### src/rtl/lzc_pkg.sv
// Shared types and defaults for the mantissa normalizer datapath.
// Latency: n/a (package only).
// Backpressure: n/a (package only).
package lzc_pkg;

    localparam int WIDTH_DEF = 16;
    localparam int EXP_W_DEF = 8;
    localparam int CNT_W_DEF = 16;

    // Shift-amount width for a mantissa of the given width.
    function automatic int count_w(input int width);
        return (width <= 1) ? 1 : $clog2(width);
    endfunction

    localparam int COUNT_DEF = count_w(WIDTH_DEF);

    // One input beat as held in the first pipeline stage. Field widths follow
    // the package defaults, so the top must be built with matching WIDTH/EXP_W.
    typedef struct packed {
        logic [WIDTH_DEF-1:0] mant;
        logic [EXP_W_DEF-1:0] exp;
        logic [COUNT_DEF-1:0] lzc;
        logic                 zero;
    } norm_beat_t;

endpackage

### src/rtl/norm_shift_left.sv
// Logarithmic left barrel shifter, zero fill, result truncated to WIDTH bits.
// Latency: combinational, COUNT mux levels.
// Backpressure: none (pure datapath).
// Ports: data (value to shift), shamt (shift amount), shifted (result).
module norm_shift_left #(
    parameter int WIDTH = 16,
    parameter int COUNT = 4
) (
    input  logic [WIDTH-1:0] data,
    input  logic [COUNT-1:0] shamt,
    output logic [WIDTH-1:0] shifted
);

    logic [WIDTH-1:0] stage [COUNT+1];

    assign stage[0] = data;

    // Level i shifts by 2**i when bit i of the shift amount is set.
    for (genvar i = 0; i < COUNT; i++) begin : g_lvl
        assign stage[i+1] = shamt[i]
            ? {stage[i][WIDTH-1-(2**i):0], {(2**i){1'b0}}}
            : stage[i];
    end

    assign shifted = stage[COUNT];

endmodule

### src/rtl/lzc_normalizer.sv
// Two-stage mantissa normalizer: shifts out leading zeros, adjusts exponent, clamps at 0.
// Latency: 2 cycles from accepted input to out_valid; 1 beat/cycle throughput.
// Backpressure: in_ready combinationally follows out_ready; no skid buffer, outputs hold while stalled.
// Ports: in_* (mantissa, biased exponent, leading-zero count, zero flag) with valid/ready;
//        out_* (normalized mantissa, exponent, zero, underflow) with valid/ready;
//        uflow_cnt counts delivered underflow beats and saturates.
module lzc_normalizer
    import lzc_pkg::*;
#(
    parameter  int WIDTH = WIDTH_DEF,
    parameter  int EXP_W = EXP_W_DEF,
    parameter  int CNT_W = CNT_W_DEF,
    localparam int COUNT = count_w(WIDTH)
) (
    input  logic             clk,
    input  logic             rst,
    input  logic             in_valid,
    output logic             in_ready,
    input  logic [WIDTH-1:0] in_mant,
    input  logic [EXP_W-1:0] in_exp,
    input  logic [COUNT-1:0] in_lzc,
    input  logic             in_zero,
    output logic             out_valid,
    input  logic             out_ready,
    output logic [WIDTH-1:0] out_mant,
    output logic [EXP_W-1:0] out_exp,
    output logic             out_zero,
    output logic             out_uflow,
    output logic [CNT_W-1:0] uflow_cnt
);

    // Wide enough to hold either operand, so the exponent compare cannot wrap.
    localparam int CMP_W = EXP_W + COUNT + 1;

    norm_beat_t s1_q;
    logic       s1_valid;
    logic       s2_valid;
    logic       s1_adv;
    logic       s2_adv;

    assign s2_adv    = ~s2_valid | out_ready;
    assign s1_adv    = ~s1_valid | s2_adv;
    assign in_ready  = s1_adv;
    assign out_valid = s2_valid;

    logic [CMP_W-1:0] e_ext;
    logic [CMP_W-1:0] z_ext;
    logic             uflow_c;
    logic [COUNT-1:0] shamt;
    logic [WIDTH-1:0] shifted;
    logic [WIDTH-1:0] res_mant;
    logic [EXP_W-1:0] res_exp;

    assign e_ext   = CMP_W'(s1_q.exp);
    assign z_ext   = CMP_W'(s1_q.lzc);
    assign uflow_c = ~s1_q.zero & (z_ext > e_ext);

    // Underflow shifts only by the exponent (partial normalization); since
    // e < z <= WIDTH-1 there, the amount always fits in COUNT bits.
    assign shamt = uflow_c ? COUNT'(e_ext) : COUNT'(z_ext);

    norm_shift_left #(
        .WIDTH (WIDTH),
        .COUNT (COUNT)
    ) u_shift (
        .data    (s1_q.mant),
        .shamt   (shamt),
        .shifted (shifted)
    );

    always_comb begin
        res_mant = shifted;
        res_exp  = EXP_W'(e_ext - z_ext);
        if (s1_q.zero) begin
            res_mant = '0;
            res_exp  = '0;
        end else if (uflow_c) begin
            res_exp  = '0;
        end
    end

    always_ff @(posedge clk) begin
        if (rst) begin
            s1_valid  <= 1'b0;
            s2_valid  <= 1'b0;
            s1_q      <= '0;
            out_mant  <= '0;
            out_exp   <= '0;
            out_zero  <= 1'b0;
            out_uflow <= 1'b0;
            uflow_cnt <= '0;
        end else begin
            if (s1_adv) begin
                s1_valid <= in_valid;
                if (in_valid) begin
                    s1_q.mant <= in_mant;
                    s1_q.exp  <= in_exp;
                    s1_q.lzc  <= in_lzc;
                    s1_q.zero <= in_zero;
                end
            end
            if (s2_adv) begin
                s2_valid <= s1_valid;
                if (s1_valid) begin
                    out_mant  <= res_mant;
                    out_exp   <= res_exp;
                    out_zero  <= s1_q.zero;
                    out_uflow <= uflow_c;
                end
            end
            if (s2_valid & out_ready & out_uflow & (uflow_cnt != '1)) begin
                uflow_cnt <= uflow_cnt + CNT_W'(1);
            end
        end
    end

endmodule

### config.mk
export PLATFORM = sky130hd
export DESIGN_NAME = lzc_normalizer
export DESIGN_NICKNAME = d
export VERILOG_FILES = /design/src/rtl/lzc_pkg.sv /design/src/rtl/norm_shift_left.sv /design/src/rtl/lzc_normalizer.sv
export SDC_FILE = /design/constraint.sdc
export NUM_CORES = 1
export LEC_CHECK = 0
export ABC_AREA = 1
export BUFFER_PORTS_ARGS = -buffer_cell sky130_fd_sc_hd__buf_4
export CAP_MARGIN = 40
export CORE_MARGIN = 2
export CORE_UTILIZATION = 35
export DETAILED_ROUTE_END_ITERATION = 6
export GPL_TIMING_DRIVEN = 1
export PLACE_DENSITY = 0.6
export SLEW_MARGIN = 5
export SYNTH_ARGS = -nofsm -noshare
export SYNTH_HDL_FRONTEND = slang
export SYNTH_HIERARCHICAL = 1
export SYNTH_SLANG_ARGS = --single-unit
### constraint.sdc
create_clock -name clk -period 7.7 [get_ports clk]
set_input_delay 1.54 -clock clk [delete_from_list [all_inputs] [get_ports clk]]
set_output_delay 1.54 -clock clk [all_outputs]
set_load 0.005 [all_outputs]
==> flow_metrics.tcl <==
set metrics [dict create \
    outcome "complete, no violations" \
    cts_setup_buffers 0 \
    clk_latency_ns 0.35 \
    total_power_uw 909 \
    synth-simple-area-share 0.386 \
    end_kind "output port" \
    synth_edf_count 0 \
    fin_crit_sh 0.467 \
    path_clk_slew_ns 0.08 \
    synth-compound-area-share 0.119 \
    placed_cell_area_um2 4570 \
    antenna_left 0 \
    synth.cell_area_um2 3930 \
    ys_types 32 \
    min-delay-path-class "reg -> reg" \
    antenna_cells 0 \
    die_y_um 110 \
    die_area_um2 12100 \
    synth_cells 596 \
    min_period_ns 3.60 \
    path_buf_inv 3 \
    synth_seq_cells 73 \
    gr-usage-all-layers 0.168 \
    grt-ovfl-total 0 \
    cts_max_path_buffers 2 \
    stdcell_area_um2 4770 \
    layout_common_cells "nand2_1, buf_4, dfxtp_1" \
    yosysWarnings 6 \
    max-cap-violations 0 \
    dp_hpwl_mm 7.27 \
    muxShareOfSynthArea 0 \
    p_per_area_nw_per_um2 190 \
    final-hold-violation-count 0 \
    fin_setup_tns_ns 0 \
    syn_area_per_cell_um2 6.60 \
    root_buffer "clkbuf_8" \
    cts.sinks 73 \
    wl_per_cell_um 12.0 \
    core_um2 10900 \
    grt_max_degree 41 \
    max_stage_delay_ns 0.18 \
    grt_pass1_vias 3613 \
    start_kind "input port" \
    fin_worst_skew_ns 0.00906 \
    cp_top_family "buffers and inverters" \
    worst_pin_slew_ns 0.565 \
    cp_cell_sequence "buf_4 -> inv_1 -> nand3_1 -> buf_4" \
    ys_seq_area_frac 0.372 \
    synthArstFlopShare 0 \
    vdd_drop_max_v 0.0000918 \
    drive_gt1_frac 0.195 \
    cpMostUsedCell "buf_4" \
    synth_nets 635 \
    drv_slew 0 \
    crit_type "in -> out" \
    wl_mm 9.71 \
    io_buffer_count 76 \
    cts_resized 0 \
    hold_buffers 0 \
    ys.flop_type "dfxtp_1" \
    cts_made_buffers 9 \
    relSlewSlack 0.623 \
    finish.utilization 0.439 \
    synth_adder_area_share 0.0210 \
    n_fill_cell 1115 \
    rows 38 \
    tritoncts "yes" \
    synth_top_family_by_area "simple AND/OR/NAND/NOR gates" \
    antenna_found_initial 0 \
    gp_congestion 0.880 \
    final_common_cell "nand2_1" \
    worst-path-max-fanout 3 \
    critPathSlowestCell "buf_4" \
    syn2layout_area_growth_pct 21.4 \
    pre_cts_slack_ns 4.11 \
    setup_ws_ns 4.10 \
    cp.arrival_ns 2.06 \
    synth-xor-area-share 0.0223 \
    die_width_um 110 \
    required_ns 6.16 \
    vias 3901 \
    grt_first_pass_wirelength_mm 16.2 \
    fmax_mhz 278 \
    drc 0 \
    drt_iter0_drc 213 \
    p_leak_nw 2.07 \
    dr.pass1.iters 4 \
    initial_utilization 0.361 \
    io_pins 77 \
    viasPerCell 4.84 \
    setup_viol 0 \
    rsz0062_at_grt "no" \
    fin_nets 700 \
    htree_levels 3 \
]
## worst min-delay path, cell delays in order, from the launching register on
cell     delay [ns]
dfxtp_1        0.32
nand2_1        0.06
a21oi_1        0.05
## per-layer routing
layer | up-vias | share of wire | global-route usage
li1 | 2048 | - | -
met1 | 1758 | 0.47 | 0.224
met2 | 88 | 0.46 | 0.266
met3 | 7 | 0.059 | 0.0359
met4 | 0 | 0.012 | 0.0660
met5 | - | 0 | 0
## layout make-up
class / instances / area (µm²) / area share
clock buffers: 11 / 141 / 0.0296
clock inverters: 5 / 62.6 / 0.0131
inverters: 36 / 140 / 0.0294
multi-input cells: 459 / 2160 / 0.452
flip-flops and latches: 73 / 1460 / 0.306
well taps: 140 / 175 / 0.0367
repair buffers: 82 / 636 / 0.133
## cell usage after synthesis (3+ instances only)
cell type,number,area share
nor3_1,4,0.0051
nand2_1,194,0.19
nand3_1,60,0.076
buf_6,5,0.014
xnor2_1,5,0.011
xor2_1,5,0.011
nand3_2,4,0.010
inv_1,30,0.029
nand2_2,7,0.011
clkbuf_1,8,0.0076
buf_2,10,0.013
dfxtp_1,73,0.37
nor2_2,5,0.0080
o21ai_0,39,0.050
a21oi_1,39,0.050
nand4_1,4,0.0064
nor2_1,72,0.069
a21oi_2,9,0.020
inv_2,3,0.0029
ha_1,5,0.016
## stage by stage
step | std cells | hold WS (ns)
final | 806 | 0.470
after global routing | 806 | 0.491
after CTS | 806 | 0.472
after floorplan | 596 | 0.448
after detailed placement | 790 | 0.459
after global placement | 788 | 0.458
## logic make-up after synthesis
logic type,after synthesis
compound gates,87
buf+inv,64
simple gates,356
flops,73
xor+xnor,10
fa+ha+maj,6
## state kept, by name, summed over array words and instances (netlist names)
name and cells:
s1_q 21, out_exp 8, s1_valid 1, out_mant 16, out_uflow 1, out_zero 1
e_ext 8, uflow_cnt 16, out_valid 1
## where the power goes
part | total, mW | internal [mW] | switching (mW)
registers | 0.412 | 0.397 | 0.0146
clock network | 0.311 | 0.160 | 0.151
logic | 0.187 | 0.0732 | 0.113
## final timing paths
check	startpoint	endpoint	slack, ns	depth (start not counted)
setup / recovery	out_ready	in_ready	4.10	4
hold / removal	out_mant[2]	out_mant[2]	0.47	2
setup reg to reg	e_ext[0]	out_mant[15]	4.64	19
hold reg to reg	out_mant[2]	out_mant[2]	0.47	2
Power figures use the tool's default switching activity.
